## config.mk

```make
export PLATFORM = sky130hd
export DESIGN_NAME = counter_up_down_fnd
export DESIGN_NICKNAME = d
export VERILOG_FILES = /design/src/rtl/counter_up_down_fnd.sv
export SDC_FILE = /design/constraint.sdc
export NUM_CORES = 1
export LEC_CHECK = 0
export ABC_AREA = 1
export BUFFER_PORTS_ARGS = -buffer_cell sky130_fd_sc_hd__buf_4
export CAP_MARGIN = 20
export CORE_MARGIN = 2
export CORE_UTILIZATION = 35
export DETAILED_ROUTE_END_ITERATION = 6
export PLACE_DENSITY = 0.59
export SYNTH_ARGS = -nofsm -noshare
export SYNTH_HDL_FRONTEND = slang
export SYNTH_SLANG_ARGS = --single-unit
```

## constraint.sdc

```tcl
create_clock -name clk -period 39.4 [get_ports clk]
set_input_delay 5.91 -clock clk [delete_from_list [all_inputs] [get_ports clk]]
set_output_delay 5.91 -clock clk [all_outputs]
set_load 0.05 [all_outputs]
```

## src/rtl/counter_up_down_fnd.sv

```systemverilog
// counter_up_down_fnd: 4-digit decimal up/down counter (0..MAX_COUNT) with a tick divider
// and a time-multiplexed common-anode 7-segment (FND) driver.
//
// Ports:
//   clk      in   system clock, rising edge
//   rst      in   asynchronous active-low reset
//   mode     in   count direction, 0 = up, 1 = down (sampled on tick cycles)
//   fndCom   out  [3:0] digit enables, active-low, bit0 = ones .. bit3 = thousands
//   fndFont  out  [7:0] segments, active-low, {dp,g,f,e,d,c,b,a}
//
// Optional build macro: FND_LEADING_ZERO_BLANK_EN blanks leading zero digits (thousands,
// hundreds, tens); the ones digit always shows. Undefined: all four digits always show.
module counter_up_down_fnd #(
  parameter int unsigned CLK_FREQ  = 100_000_000,
  parameter int unsigned TICK_HZ   = 10,
  parameter int unsigned SCAN_HZ   = 1000,
  parameter int unsigned MAX_COUNT = 9999
) (
  input  logic       clk,
  input  logic       rst,
  input  logic       mode,
  output logic [3:0] fndCom,
  output logic [7:0] fndFont
);

  localparam int unsigned TickDiv = CLK_FREQ / TICK_HZ;
  localparam int unsigned ScanDiv = CLK_FREQ / SCAN_HZ;
  localparam int unsigned TickW   = (TickDiv > 1) ? $clog2(TickDiv) : 1;
  localparam int unsigned ScanW   = (ScanDiv > 1) ? $clog2(ScanDiv) : 1;

  localparam logic [TickW-1:0] TickLast = TickW'(TickDiv - 1);
  localparam logic [ScanW-1:0] ScanLast = ScanW'(ScanDiv - 1);
  localparam logic [13:0]      CountMax = 14'(MAX_COUNT);

  logic [TickW-1:0] tick_cnt_q;
  logic [ScanW-1:0] scan_cnt_q;
  logic [1:0]       digit_idx_q;
  logic [13:0]      count_q, count_d;
  logic             tick, scan_adv;

  assign tick     = (tick_cnt_q == TickLast);
  assign scan_adv = (scan_cnt_q == ScanLast);

  always_ff @(posedge clk or negedge rst) begin
    if (!rst) begin
      tick_cnt_q  <= '0;
      scan_cnt_q  <= '0;
      digit_idx_q <= 2'd0;
      count_q     <= 14'd0;
    end else begin
      tick_cnt_q  <= tick ? '0 : tick_cnt_q + TickW'(1);
      scan_cnt_q  <= scan_adv ? '0 : scan_cnt_q + ScanW'(1);
      if (scan_adv) digit_idx_q <= digit_idx_q + 2'd1;
      count_q     <= count_d;
    end
  end

  // mode only matters in the tick cycle, so a mid-period change cannot double-step.
  always_comb begin
    count_d = count_q;
    if (tick) begin
      if (!mode) count_d = (count_q >= CountMax) ? 14'd0 : count_q + 14'd1;
      else       count_d = (count_q == 14'd0) ? CountMax : count_q - 14'd1;
    end
  end

  logic [3:0] d0, d1, d2, d3;
  assign d0 = 4'(count_q % 14'd10);
  assign d1 = 4'((count_q / 14'd10) % 14'd10);
  assign d2 = 4'((count_q / 14'd100) % 14'd10);
  assign d3 = 4'(count_q / 14'd1000);

  // blank[n] set means digit n is a leading zero to be suppressed.
  logic [3:1] blank;
`ifdef FND_LEADING_ZERO_BLANK_EN
  assign blank = {count_q < 14'd1000, count_q < 14'd100, count_q < 14'd10};
`else
  assign blank = 3'b000;
`endif

  function automatic logic [7:0] seg7(input logic [3:0] v);
    case (v)
      4'd0:    seg7 = 8'hC0;
      4'd1:    seg7 = 8'hF9;
      4'd2:    seg7 = 8'hA4;
      4'd3:    seg7 = 8'hB0;
      4'd4:    seg7 = 8'h99;
      4'd5:    seg7 = 8'h92;
      4'd6:    seg7 = 8'h82;
      4'd7:    seg7 = 8'hF8;
      4'd8:    seg7 = 8'h80;
      4'd9:    seg7 = 8'h90;
      default: seg7 = 8'hFF;
    endcase
  endfunction

  logic [3:0] digit_sel;
  logic       blank_sel;

  always_comb begin
    fndCom    = 4'b1110;
    digit_sel = d0;
    blank_sel = 1'b0;
    unique case (digit_idx_q)
      2'd0: begin fndCom = 4'b1110; digit_sel = d0; blank_sel = 1'b0;     end
      2'd1: begin fndCom = 4'b1101; digit_sel = d1; blank_sel = blank[1]; end
      2'd2: begin fndCom = 4'b1011; digit_sel = d2; blank_sel = blank[2]; end
      2'd3: begin fndCom = 4'b0111; digit_sel = d3; blank_sel = blank[3]; end
    endcase
    // 4'hF is outside the decimal table and decodes to an all-off pattern.
    fndFont = seg7(blank_sel ? 4'hF : digit_sel);
  end

endmodule

```

Yosys cells after proc, flatten, opt, wreduce, memory -nomap -nowiden

Memories as Yosys holds them, arrays and structs flattened.
Index checks and enable logic that the tools add are counted.

Mux-type cells: 9
Reductions and logical operators: 3
Magnitude comparators: 1
Add/sub/neg operators: 5
Equal/unequal tests: 5
Div/mod/pow operators: 6

Operators by type and width:

| kind                     | count |
|---|---|
| $mod A14 B4 Y14 const B  | 3 |
| $mux W14                 | 3 |
| $pmux W4 S4              | 2 |
| $add A24 B1 Y24 const B  | 1 |
| $eq A24 B24 Y1 const B   | 1 |
| $mux W24                 | 1 |
| $add A17 B1 Y17 const B  | 1 |
| $eq A17 B17 Y1 const B   | 1 |
| $mux W17                 | 1 |
| $add A14 B1 Y14 const B  | 1 |
| $div A14 B10 Y14 const B | 1 |
| $div A14 B4 Y14 const B  | 1 |
| $div A14 B7 Y14 const B  | 1 |
| $ge A14 B14 Y1 const B   | 1 |
| $logic_not A14 Y1        | 1 |
| $sub A14 B1 Y14 const B  | 1 |
| $eq A2 B2 Y1 const B     | 2 |
| $mux W4                  | 1 |
| $reduce_or A4 Y1         | 1 |
| $add A2 B1 Y2 const B    | 1 |
| $eq A2 B1 Y1 const B     | 1 |
| $logic_not A2 Y1         | 1 |
| $mux W1                  | 1 |

Input port bits: 3
Flip-flop bits (word level): 57
Memories: 1
Logic and storage cells: 34
ROM bits: 112
Output and inout port bits: 12

Memories:

| name            | words | bits a word | rd ports | clocked after Yosys merged registers in | write ports | line | source |
|---|---|---|---|---|---|---|---|
| (no name shown) | 16    | 7           | 1        | 0                                       | 0           | 82   | `case (v)` |

Depth between registers and ports, before layout

An unclocked memory read counts as a cell.

Depth after elaboration: 5
Depth in mapped cells: 149
Mapped depth without buffers: 142

Worst setup path before layout

OpenSTA, ideal clock, no wires.

Path kind: reg-to-output
Start: register digit_idx_q[0]
End: output port fndFont[3]
Arrival time: 15.722 ns
Path slack: 17.768 ns
Cell stages (with the launch flop): 136
Buffers on the path: 8
Required time: 33.490 ns
Cell sequence: dfrtp_1 -> inv_1 -> ha_1 -> buf_4 -> inv_1 -> buf_6 -> buf_6 -> buf_2 -> ha_1 -> nand2_1 -> inv_1 -> nand2_1 -> nor2_2 -> a31oi_1 -> a41oi_1 -> ha_1 -> nand3_1 -> nor3_2 -> (+100 left out) -> nand2_1 -> nand2_1 -> nand2_1 -> nand2_2 -> nand4_4 -> nand2_2 -> nand2_1 -> nand2_1 -> nor2_4 -> nand3_2 -> nand2_1 -> nand3_1 -> nand2_1 -> ha_1 -> inv_1 -> nand3_1 -> nand3_1 -> nand2_1

Cells in the longest elaborated chain, start to end: 4
Elaborated cells between the ends (all ways): 7
Classes of those cells: 3 x eq/ne; 2 x mux; 1 x reduce/logical; 1 x memory

Ends and longest elaborated chain:

| element                                    | line | source |
|---|---|---|
| from (decl)                                | 37   | `logic [1:0] digit_idx_q;` |
| from (signal assigned)                     | 53   | `if (scan_adv) digit_idx_q <= digit_idx_q + 2'd1;` |
| $eq A2 B2 Y1, or another cell as far along | 104  | `unique case (digit_idx_q)` |
| $pmux W4 S4 *                              | 104  |  |
| $mux W4 *                                  | 111  | `fndFont = seg7(blank_sel ? 4'hF : digit_sel);` |
| $mem_v2 Z16 W7 *                           | n/a  |  |
| to (decl)                                  | 23   | `output logic [7:0] fndFont` |

Every way passes the cells marked *; elsewhere a longest branch is shown, timed or not.

Final worst setup path

Same ends and word-level chain as after synthesis.

==> run metrics <==
status finished, final reports clean; biggest area consumer among synthesized cells nand2_1; final hold vios 0; Buffers on Ports 13; MaxCap Viol Count 0; RSZ-0062 raised after global routing no; row cnt 60; Tmin final 23.38 ns; number of flops mapped to enable cells by yosys 0; Post-CTS Setup Bufs 0; Pwr Total 138.7 µW; Synth Flop Type dfrtp_1; number of global-route vias before repair 9121; Leak Pwr 5.577 nW; post-route ant nets 0; CTS sink cnt 57; worst slew pin tran 0.9094 ns; post-synthesis mux area share 0; CP startpoint kind register; htree depth 3; Period Utilization, post-route 0.5934; Placer Congestion 0.8966; setup_tns 0 ns; Vias 9801; Cell variety after synth 65; most used cell, CP nand2_1; complex-gate fraction of the synthesized area 0.1193; Placed Instances 1948; CP max stage delay 0.43 ns; post-synth top area share 0.1667; Worst path slowest cell o31ai_1; cell count after synthesis 1624; placed wire-length estimate 19.38 mm; clk buf depth 2; Hold WS 0.4612 ns; Non-Filler Instances 1964; Synth area leaders nand2_1, dfrtp_1, inv_1; pwr/cell area 13.68 nW/µm²; Setup Skew 0.01327 ns; Clock transition at path regs 0.05 ns; most frequent cells after synthesis nand2_1, inv_1, nor2_1, nand3_1, o21ai_0; Comb pwr share 0.015; Sw Share 0.2226; relative slew slack 0.3915; Setup WS pre-CTS 16.43 ns; Critical Path RT 33.49 ns; WS Path Type register to output port; Clock power frac 0.563; area occupied by registers 1426 µm²; DRT iter0 DRCs 672; WL/cell 12.56 µm; TritonCTS Buffers 9; share of layout cells above drive strength 1 0.1072; synthesized area 9527 µm²; root buffer cell clkbuf_16; fin worst setup slack 16.02 ns; Net Count, Synth 1673; critical path fanouts, max 20; initial antenna violation count 0; Hold Path Class register to register; fmax 42.77 MHz; area grow syn2layout 6.449%; FFs w/ async S/R, synth 1.000; Die Ht 169.0 µm; endpoints failing setup 0; XOR/XNOR Fraction of Synth Area 0.06698; Worst-Skew Late Latency 0.33 ns; Setup crit end kind output port; P_sw 30.88 µW; Seq/Total Area, Yosys 0.1497; drt pass-1 iters 5; Max Slew Vio Count 0; # diodes 0; DRC Markers 0; pin count of the biggest net entering global routing 58; Flop pwr share 0.422; Layout fillers 2918; first-pass GRT wire length 42.41 mm; CTS Hold Buffers Added 0; top-count cell post-synth nand2_1; Initial Utilization 0.3545; I/O pins 15; NumNets Final 1667; VDD IR max 20.75 µV; grt ovf 0; CTS tree built; main combinational cell family by area after synthesis simple AND/OR/NAND/NOR gates; Syn. warnings 0; total track usage 0.1746; Worst EP arrival 17.47 ns; #FFs+latches synth 57; Post-Synth Simple-Gate Area 0.4656; Adder-Cell Fraction of Synth Area 0.06042; DRT Wirelength 24.66 mm; cts repair resizes 0; core box area 26880 µm²; Vias/cell 4.990; Pint 107.8 µW; mean area per synthesized cell 5.866 µm²; multi-input gate area in the final layout 6789 µm²; full die area 28550 µm²; die span in x 169.0 µm
-- power by group through the flow --
| stage | Sequential (mW) | Combinational, mW | Clock [mW] |
|---|---|---|---|
| after global routing | 0.0585 | 0.00239 | 0.0826 |
| after detailed placement | 0.0596 | 0.00213 | 0 |
| final | 0.0586 | 0.00203 | 0.0781 |
| after global placement | 0.0596 | 0.00214 | 0 |
| after CTS | 0.0586 | 0.00214 | 0.0802 |
| after floorplan | 0.0596 | 0.000664 | 0 |
-- final timing paths --
| kind | slack [ns] | from | end | cells past startpoint |
|---|---|---|---|---|
| min in group asynchronous | 5.64 | rst | tick_cnt_q[7]$_DFF_PN0_ | 1 |
| max | 16.02 | digit_idx_q[0]$_DFFE_PN0N_ | fndFont[3] | 130 |
| min | 0.46 | scan_cnt_q[0]$_DFF_PN0_ | scan_cnt_q[0]$_DFF_PN0_ | 1 |
| min reg2reg | 0.46 | scan_cnt_q[0]$_DFF_PN0_ | scan_cnt_q[0]$_DFF_PN0_ | 1 |
| max in group asynchronous | 33.26 | rst | digit_idx_q[0]$_DFFE_PN0N_ | 1 |
| max reg2reg | 36.62 | tick_cnt_q[0]$_DFF_PN0_ | count_q[11]$_DFFE_PN0N_ | 10 |
-- logic make-up after synthesis --
group	after synthesis
AO/OA/AOI/OAI	193
XOR/XNOR	72
adder cells (fa/ha/maj)	46
buffers and inverters	317
flip-flops	57
other	1
AND/OR/NAND/NOR	938
-- placed cells by master (no fill, tap or decap), drive strengths merged, types with 3 or more instances in the layout --
cell type	synthesis	layout
nand2	476	476
inv	276	277
nor2	188	188
nand3	174	174
o21ai	84	84
dfrtp	57	57
xor2	55	55
a21oi	53	53
ha	46	46
nand4	41	41
nor3	30	30
buf	22	19
xnor2	17	17
a31oi	15	15
nor4	13	13
clkbuf	14	10
o211ai	9	9
or2	6	6
clkinv	5	6
nand3b	5	5
a22oi	5	5
o31ai	5	5
o21bai	4	4
a21boi	4	4
o21a	3	3
o22ai	3	3
clkinvlp	0	3
and2	3	3
-- final cells by class --
| cell class | count | share of cell area |
|---|---|---|
| multi-input combinational | 1250 | 0.6695 |
| sequential | 57 | 0.1407 |
| inverter | 281 | 0.1046 |
| tap | 341 | 0.04207 |
| clock buffer | 10 | 0.02258 |
| timing repair buffer | 19 | 0.01407 |
| clock inverter | 6 | 0.006539 |
-- worst max-delay path: cells and delay by family (launching register included) --
family | cells | cell delay [ns]
compound gates | 12 | 2.58
xor+xnor | 2 | 0.29
fa+ha+maj | 13 | 4.02
buf+inv | 22 | 1.97
flops | 1 | 0.41
simple gates | 81 | 7.86
-- per-stage QoR --
step / area [µm²] / util
after detailed placement: 9846 / 0.3663
after global placement: 9846 / 0.3663
final: 10140 / 0.3773
after CTS: 10140 / 0.3773
after floorplan: 9527 / -
after global routing: 10140 / 0.3773
-- state kept, by name, indices dropped and copies added (netlist names) --
name	flops
tick_cnt_q	24
scan_cnt_q	17
digit_idx_q	2
count_q	14
-- routing by layer --
metal / global-route usage / share of wire / vias to the layer above
met2: 0.3077 / 0.47 / 126
met1: 0.2348 / 0.49 / 4464
met3: 0.01941 / 0.027 / 19
li1: - / - / 5192
met5: 0 / 0 / -
met4: 0.02527 / 0.0073 / 0
No activity file was read; power rests on OpenSTA's default activity.
